File: src/rtl/mem_stage_sram_pkg.sv
// Shared definitions for the SRAM-backed memory stage: FSM state encoding,
// default address map / SRAM geometry and data-path widths.
package mem_stage_sram_pkg;

  typedef enum logic [1:0] {
    IDLE = 2'd0,
    LOW  = 2'd1,
    HIGH = 2'd2,
    DONE = 2'd3
  } state_e;

  localparam logic [31:0] MEM_BASE_DEF    = 32'd1024;
  localparam int unsigned SRAM_ADDR_W_DEF = 18;
  localparam int unsigned HALF_W          = 16;
  // Wide enough for the largest legal wait-state count (7).
  localparam int unsigned WAIT_W          = 3;

endpackage

File: src/rtl/mem_stage_sram_if.sv
// External 16-bit asynchronous SRAM port. The memory stage drives it through
// the master modport; the SRAM (or its model) sits on the slave modport.
interface mem_stage_sram_if
  import mem_stage_sram_pkg::*;
#(
  parameter int unsigned SRAM_ADDR_W = SRAM_ADDR_W_DEF
) ();

  logic [SRAM_ADDR_W-1:0] sram_addr;
  logic [HALF_W-1:0]      sram_wdata;
  logic [HALF_W-1:0]      sram_rdata;
  logic                   sram_we_n;

  modport master (
    output sram_addr,
    output sram_wdata,
    output sram_we_n,
    input  sram_rdata
  );

  modport slave (
    input  sram_addr,
    input  sram_wdata,
    input  sram_we_n,
    output sram_rdata
  );

endinterface

File: src/rtl/mem_stage_sram_wait_counter.sv
// sram_wait_counter: loadable down-counter timing one SRAM half-word phase.
// Load wins over count; the counter stops at zero, where tc_o is asserted.
module sram_wait_counter #(
  parameter int unsigned WIDTH = 3
) (
  input  logic             clk,
  input  logic             rst_n,
  input  logic             load_i,
  input  logic [WIDTH-1:0] load_val_i,
  input  logic             en_i,
  output logic             tc_o
);

  logic [WIDTH-1:0] cnt_q;

  // Count register: load, decrement while enabled, hold at zero.
  always_ff @(posedge clk or negedge rst_n) begin
    if (!rst_n) begin
      cnt_q <= '0;
    end else if (load_i) begin
      cnt_q <= load_val_i;
    end else if (en_i && (cnt_q != '0)) begin
      cnt_q <= cnt_q - WIDTH'(1);
    end
  end

  assign tc_o = (cnt_q == '0);

endmodule

File: src/rtl/mem_stage_sram.sv
// mem_stage_sram: pipeline MEM stage backed by a 16-bit external SRAM.
// A 32-bit access is split into a LOW and a HIGH half-word phase, each
// WAIT_CYCLES+1 cycles long; the pipeline is frozen for the duration.
// Optional macro MEM_ALIGN_CHECK_EN: flags misaligned / below-base accesses
// in a sticky mem_fault, suppresses the store and returns 0 for the load.
module mem_stage_sram
  import mem_stage_sram_pkg::*;
#(
  parameter int unsigned WAIT_CYCLES = 1,
  parameter logic [31:0] MEM_BASE    = MEM_BASE_DEF,
  parameter int unsigned SRAM_ADDR_W = SRAM_ADDR_W_DEF
) (
  input  logic        clk,
  input  logic        rst,
  input  logic [31:0] ALU_res,
  input  logic [31:0] val_Rm,
  input  logic        mem_read,
  input  logic        mem_write,
  input  logic        wb_en,
  input  logic [3:0]  dest,
  output logic        freeze,
  output logic [31:0] MEM_wb_val,
  output logic        wb_en_out,
  output logic        mem_read_out,
  output logic [3:0]  dest_out,
  output logic [31:0] alu_res_out,
  output logic [31:0] mem_data_out,
  output logic        mem_fault,
  mem_stage_sram_if.master sram
);

  localparam int unsigned WORD_W = SRAM_ADDR_W - 1;

  state_e              state_q, state_d;
  logic                mem_op;
  logic                accept;
  logic                in_phase;
  logic                tc;
  logic                cnt_load;
  logic                op_fault;

  logic [WORD_W-1:0]   word_q;
  logic [31:0]         alu_q;
  logic [31:0]         val_q;
  logic                load_q;
  logic                store_q;
  logic                wb_q;
  logic [3:0]          dest_q;
  logic                fault_q;
  logic [HALF_W-1:0]   rd_lo_q;
  logic [HALF_W-1:0]   rd_hi_q;
  logic [31:0]         load_word;

  assign mem_op   = mem_read | mem_write;
  assign accept   = (state_q == IDLE) && mem_op;
  assign in_phase = (state_q == LOW) || (state_q == HIGH);

`ifdef MEM_ALIGN_CHECK_EN
  logic mem_fault_q;

  assign op_fault = mem_op && ((ALU_res[1:0] != 2'b00) || (ALU_res < MEM_BASE));

  // Sticky fault flag, set when a faulting access is accepted.
  always_ff @(posedge clk or negedge rst) begin
    if (!rst) begin
      mem_fault_q <= 1'b0;
    end else if (accept && op_fault) begin
      mem_fault_q <= 1'b1;
    end
  end

  assign mem_fault = mem_fault_q;
`else
  assign op_fault  = 1'b0;
  assign mem_fault = 1'b0;
`endif

  sram_wait_counter #(
    .WIDTH (WAIT_W)
  ) u_wait_cnt (
    .clk        (clk),
    .rst_n      (rst),
    .load_i     (cnt_load),
    .load_val_i (WAIT_W'(WAIT_CYCLES)),
    .en_i       (in_phase),
    .tc_o       (tc)
  );

  // FSM state register.
  always_ff @(posedge clk or negedge rst) begin
    if (!rst) begin
      state_q <= IDLE;
    end else begin
      state_q <= state_d;
    end
  end

  // Next state, counter reload and pipeline freeze.
  always_comb begin
    state_d  = state_q;
    cnt_load = 1'b0;
    freeze   = 1'b0;
    case (state_q)
      IDLE: begin
        if (mem_op) begin
          state_d  = LOW;
          cnt_load = 1'b1;
          freeze   = 1'b1;
        end
      end
      LOW: begin
        freeze = 1'b1;
        if (tc) begin
          state_d  = HIGH;
          cnt_load = 1'b1;
        end
      end
      HIGH: begin
        freeze = 1'b1;
        if (tc) begin
          state_d = DONE;
        end
      end
      DONE: begin
        state_d = IDLE;
      end
      default: begin
        state_d = IDLE;
      end
    endcase
  end

  // Capture the memory instruction when it is accepted in IDLE.
  always_ff @(posedge clk or negedge rst) begin
    if (!rst) begin
      word_q  <= '0;
      alu_q   <= '0;
      val_q   <= '0;
      load_q  <= 1'b0;
      store_q <= 1'b0;
      wb_q    <= 1'b0;
      dest_q  <= '0;
      fault_q <= 1'b0;
    end else if (accept) begin
      word_q  <= WORD_W'((ALU_res - MEM_BASE) >> 2);
      alu_q   <= ALU_res;
      val_q   <= val_Rm;
      load_q  <= mem_read;
      store_q <= mem_write & ~mem_read;
      wb_q    <= wb_en;
      dest_q  <= dest;
      fault_q <= op_fault;
    end
  end

  // Sample read half-words on the last cycle of each phase.
  always_ff @(posedge clk or negedge rst) begin
    if (!rst) begin
      rd_lo_q <= '0;
      rd_hi_q <= '0;
    end else begin
      if ((state_q == LOW) && tc) begin
        rd_lo_q <= sram.sram_rdata;
      end
      if ((state_q == HIGH) && tc) begin
        rd_hi_q <= sram.sram_rdata;
      end
    end
  end

  // SRAM outputs derive only from registers, so they are stable for a whole
  // phase; write enable is released on the final (tc) cycle of each phase.
  assign sram.sram_addr  = {word_q, (state_q == HIGH)};
  assign sram.sram_wdata = (state_q == HIGH) ? val_q[31:16] : val_q[15:0];
  assign sram.sram_we_n  = ~(in_phase && store_q && !fault_q && !tc);

  assign load_word  = fault_q ? '0 : {rd_hi_q, rd_lo_q};
  assign MEM_wb_val = ((state_q == DONE) && load_q) ? load_word : ALU_res;

  // MEM/WB register: result at DONE, bubble while frozen, else pass-through.
  always_ff @(posedge clk or negedge rst) begin
    if (!rst) begin
      wb_en_out    <= 1'b0;
      mem_read_out <= 1'b0;
      dest_out     <= '0;
      alu_res_out  <= '0;
      mem_data_out <= '0;
    end else if (state_q == DONE) begin
      wb_en_out    <= wb_q;
      mem_read_out <= load_q;
      dest_out     <= dest_q;
      alu_res_out  <= alu_q;
      mem_data_out <= load_q ? load_word : '0;
    end else if (freeze) begin
      wb_en_out    <= 1'b0;
      mem_read_out <= 1'b0;
    end else begin
      wb_en_out    <= wb_en;
      mem_read_out <= 1'b0;
      dest_out     <= dest;
      alu_res_out  <= ALU_res;
      mem_data_out <= '0;
    end
  end

endmodule

File: src/flat_wrapper.sv
// flat-port wrapper written by rule: the top's interface ports become plain ports
module mem_stage_sram_flat import mem_stage_sram_pkg::*;
#(
  parameter int unsigned WAIT_CYCLES = 1,
  parameter logic [31:0] MEM_BASE    = MEM_BASE_DEF,
  parameter int unsigned SRAM_ADDR_W = SRAM_ADDR_W_DEF
)
  (clk, rst, ALU_res, val_Rm, mem_read, mem_write, wb_en, dest, freeze, MEM_wb_val, wb_en_out, mem_read_out, dest_out, alu_res_out, mem_data_out, mem_fault, sram_sram_addr, sram_sram_wdata, sram_sram_we_n, sram_sram_rdata);
  mem_stage_sram_if #(.SRAM_ADDR_W(SRAM_ADDR_W)) sram_i ();
  input  logic clk;
  input  logic rst;
  input  logic [31:0] ALU_res;
  input  logic [31:0] val_Rm;
  input  logic mem_read;
  input  logic mem_write;
  input  logic wb_en;
  input  logic [3:0] dest;
  output logic freeze;
  output logic [31:0] MEM_wb_val;
  output logic wb_en_out;
  output logic mem_read_out;
  output logic [3:0] dest_out;
  output logic [31:0] alu_res_out;
  output logic [31:0] mem_data_out;
  output logic mem_fault;
  output wire logic [$bits(sram_i.sram_addr)-1:0] sram_sram_addr;
  output wire logic [$bits(sram_i.sram_wdata)-1:0] sram_sram_wdata;
  output wire logic [$bits(sram_i.sram_we_n)-1:0] sram_sram_we_n;
  input wire logic [$bits(sram_i.sram_rdata)-1:0] sram_sram_rdata;
  assign sram_sram_addr = sram_i.sram_addr;
  assign sram_sram_wdata = sram_i.sram_wdata;
  assign sram_sram_we_n = sram_i.sram_we_n;
  assign sram_i.sram_rdata = sram_sram_rdata;
  mem_stage_sram #(.WAIT_CYCLES(WAIT_CYCLES), .MEM_BASE(MEM_BASE), .SRAM_ADDR_W(SRAM_ADDR_W)) u_core (.clk(clk), .rst(rst), .ALU_res(ALU_res), .val_Rm(val_Rm), .mem_read(mem_read), .mem_write(mem_write), .wb_en(wb_en), .dest(dest), .freeze(freeze), .MEM_wb_val(MEM_wb_val), .wb_en_out(wb_en_out), .mem_read_out(mem_read_out), .dest_out(dest_out), .alu_res_out(alu_res_out), .mem_data_out(mem_data_out), .mem_fault(mem_fault), .sram(sram_i));
endmodule
File: config.mk
export PLATFORM = sky130hd
export DESIGN_NAME = mem_stage_sram_flat
export DESIGN_NICKNAME = d
export VERILOG_FILES = /design/src/rtl/mem_stage_sram_pkg.sv /design/src/rtl/mem_stage_sram_if.sv /design/src/rtl/mem_stage_sram_wait_counter.sv /design/src/rtl/mem_stage_sram.sv /design/src/flat_wrapper.sv
export SDC_FILE = /design/constraint.sdc
export NUM_CORES = 1
export LEC_CHECK = 0
export ABC_AREA = 1
export CAP_MARGIN = 10
export CORE_AREA = 10 10 136 138
export CTS_BUF_LIST = sky130_fd_sc_hd__clkbuf_4
export CTS_CLUSTER_DIAMETER = 30
export DETAILED_ROUTE_END_ITERATION = 16
export DIE_AREA = 0 0 146 148
export PLACE_DENSITY = 0.92
export SYNTH_ARGS = -nofsm -noshare
export SYNTH_HDL_FRONTEND = slang
export SYNTH_HIERARCHICAL = 1
export SYNTH_SLANG_ARGS = --single-unit
File: constraint.sdc
create_clock -name clk -period 4.53 [get_ports clk]
set_input_delay 0.906 -clock clk [delete_from_list [all_inputs] [get_ports clk]]
set_output_delay 0.906 -clock clk [all_outputs]
set_load 0.01 [all_outputs]
==> summary.md <==
| Metric | Value |
|---|---|
| Status | `finished clean` |
| Part of the power in registers | `36.8%` |
| Congestion Overflow GR | `0` |
| Total negative slack | `0 ns` |
| RD Place Congestion | `0.8828` |
| Dpl hpwl | `19,070 um` |
| Sw frac | `42.84%` |
| Final #Nets | `1,294` |
| Area delta synth->final | `30.28%` |
| Wire length per cell | `18.60 um` |
| Logic pwr share | `50.9%` |
| Max Used Layer | `met4` |
| # IOs | `228` |
| Final core occ | `69.32%` |
| Worst-margin pin slew | `1.020 ns` |
| PwrDens | `758.3 nW/um^2` |
| DIE HEIGHT | `148 um` |
| Avg Vias per Cell | `5.300` |
| Die width | `146 um` |
| Max Slew Vio Count | `0` |
| Max stage delay cell, worst path | `inv_2` |
| Placed Instances | `1,395` |
| Period utilization | `85.50%` |
| Post-DP Area | `10,570 um^2` |
| Htree depth | `4` |
| Routed wl met3 | `2184 um` |
| Max FO, Critical Path | `65` |
| Slowest stage delay, CP | `0.73 ns` |
| First-pass GRT wire length | `41,970 um` |
| Most common cell after layout, fill and taps aside | `nand2_1` |
| Cell Chain, Critical Path | `ha_2, nand2_1, inv_2, nand2_1, o21ai_0, clkdlybuf4s50_1` |
| Clock Skews | `0.02048 ns` |
| Area leader, netlist | `dfrtp_1` |
| Worst Path Required | `3.62 ns` |
| Fin area | `10,890 um^2` |
| Layout Cells excl Fill | `1,428` |
| 1st-pass router iterations | `9` |
| Setup CP Type | `reg -> out` |
| Drt drc | `0` |
| Max Root-Sink Buffers | `2` |
| Final Hold Vio Count | `0` |
| Drt total wl | `26,570 um` |
| Post-route ant nets | `0` |
| Post-CTS Hold Fix Bufs | `0` |
| Worst relative slew slack | `31.88%` |
| Synth area leaders | `dfrtp_1, nand2_1, o21ai_0` |
| Maximum clock frequency | `258.2 MHz` |
| P_leak | `5.329 nW` |
| Worst path most repeated cell | `nand2_1` |
| Share of the synthesized area in the top cell type | `55.97%` |
| Layout cells sized above 1 | `4.377%` |
| Vias in the first global route | `7,598` |
| Postcts setup bufs | `0` |
| Final Setup Violations | `0` |
| Met1 Wirelength | `10,440 um` |
| PortBufs | `226` |
| Die Area | `21,610 um^2` |
| Largest net degree at the start of global routing | `119` |
| GR Util All Layers | `24.28%` |
| Final min period | `3.873 ns` |
| Vias | `7,569` |
| Core ar. | `15,710 um^2` |
| Initial antenna violation count | `1` |
| CTS tree | `yes` |
| Worst-path clk slew | `0.15 ns` |
| FF+latch count, synth | `187` |
| Starting Density | `53.21%` |
| Most frequent cells in the layout | `nand2_1, clkdlybuf4s50_1, dfrtp_1` |
| Syn_area_per_cell | `8.286 um^2` |
| Peak VDD IR | `0.6563 mV` |
| P_int | `4.721 mW` |
| Clock sink count | `187` |
| Row Count | `46` |
| Max-cap viol count | `0` |
| Root buffer cell | `clkbuf_4` |
| Distinct cells, synth | `22` |
| RSZ-0062 raised after global routing | `no` |
| Startpoint Class | `flop` |
| HP Class | `in -> async` |
| Fill cells | `1,195` |
| Synth Instances | `1,009` |
| Clk network pwr share | `12.3%` |
| Resized cells post-CTS | `0` |
| Starting DRT DRC Count | `846` |
| Num CTS Buffers | `17` |
| Critical path arrival | `2.97 ns` |
| Synthesized area | `8361 um^2` |
| DR WL met2 | `13,060 um` |
| CP Capture Type | `output port` |
| Worst-skew pair later-pin latency | `0.58 ns` |
| Sequential share of the synthesized area | `55.97%` |
| Ys Warns | `6` |
| Net Sw Power | `3.538 mW` |
-- metal layers --
metal  vias to the layer above  track usage, %
met5                         -               0
met4                         0           10.61
met1                      3604           28.78
li1                       3553               -
met3                        58           7.723
met2                       354           39.90
-- cell type report --
cell class                 count  area, um^2  share of cell area, %
sequential                   187        4679                  42.96
multi-input combinational    668        2944                  27.03
timing repair buffer         236        2341                  21.49
inverter                      88       330.3                  3.033
tap                          216       270.3                  2.481
clock inverter                15       196.4                  1.804
clock buffer                  17       127.6                  1.172
antenna                        1       2.502                0.02298
-- synth_stat cells (all sizes together) --
| cell | count |
|---|---|
| dfrtp | 187 |
| nand2 | 371 |
| o21ai | 175 |
| buf | 53 |
| nand3 | 80 |
| inv | 88 |
| nor2 | 25 |
| ha | 7 |
| xnor2 | 1 |
| conb | 2 |
| clkbuf | 15 |
| o21a | 2 |
| nor3 | 2 |
| a21oi | 1 |
-- power by group through the flow --
stage / logic [mW] / registers [mW] / clock network (mW)
4_1_cts: 4.22 / 3.03 / 1.04
3_3_place_gp: 4.05 / 3.03 / 0
3_5_place_dp: 4.19 / 3.06 / 0
2_1_floorplan: 2.23 / 3.05 / 0
6_report: 4.20 / 3.04 / 1.02
5_1_grt: 4.64 / 3.12 / 1.10
-- registers in the layout (all words and copies together) (netlist names) --
register	count
u_core/alu_res_out	32
u_core/mem_data_out	32
u_core/val_q	32
u_core/alu_q	24
u_core/word_q	17
u_core/rd_hi_q	16
u_core/rd_lo_q	16
u_core/dest_out	4
u_core/dest_q	4
u_core/u_wait_cnt/cnt_q	3
u_core/state_q	2
u_core/load_q	1
u_core/mem_read_out	1
u_core/store_q	1
u_core/wb_en_out	1
u_core/wb_q	1
-- metrics by stage --
stage	hold slack, ns	setup WS, ns	total power [mW]
floorplan	0.4479	2.237	5.288
global placement	0.4650	1.270	7.078
detailed placement	0.4650	1.260	7.255
CTS	0.4560	0.6228	8.290
global route	0.4387	0.3966	8.865
finish	0.4263	0.6566	8.259
-- critical path, delay by kind of cell, from the launching register on --
| kind | cells | cell delay (ns) |
|---|---|---|
| buf+inv | 2 | 1.33 |
| flops | 1 | 0.43 |
| simple gates | 2 | 0.27 |
| fa+ha+maj | 1 | 0.20 |
| compound gates | 1 | 0.15 |
-- worst paths after layout --
path / from / to / slack, ns / cells after the start
max: u_core/state_q[0] / MEM_wb_val[1] / 0.66 / 6
min: rst / u_core/alu_res_out[31] / 0.43 / 1
max reg2reg: u_core/state_q[0] / u_core/u_wait_cnt/cnt_q[2] / 2.00 / 9
min reg2reg: u_core/alu_q[23] / u_core/alu_q[23] / 0.50 / 2
max in group asynchronous: rst / u_core/dest_q[3] / 3.17 / 2
min in group clk: u_core/alu_q[23] / u_core/alu_q[23] / 0.50 / 2
-- cells by family (layout without fill, tap and decap cells) --
logic type | count (synthesis) | in the layout | synth area share, %
flops | 187 | 187 | 55.97
simple gates | 478 | 478 | 23.08
other cells | 2 | 5 | 0.08983
compound gates | 178 | 178 | 10.72
buf+inv | 156 | 356 | 8.994
xor+xnor | 1 | 1 | 0.1048
fa+ha+maj | 7 | 7 | 1.048
No activity file was read; power rests on OpenSTA's default activity.
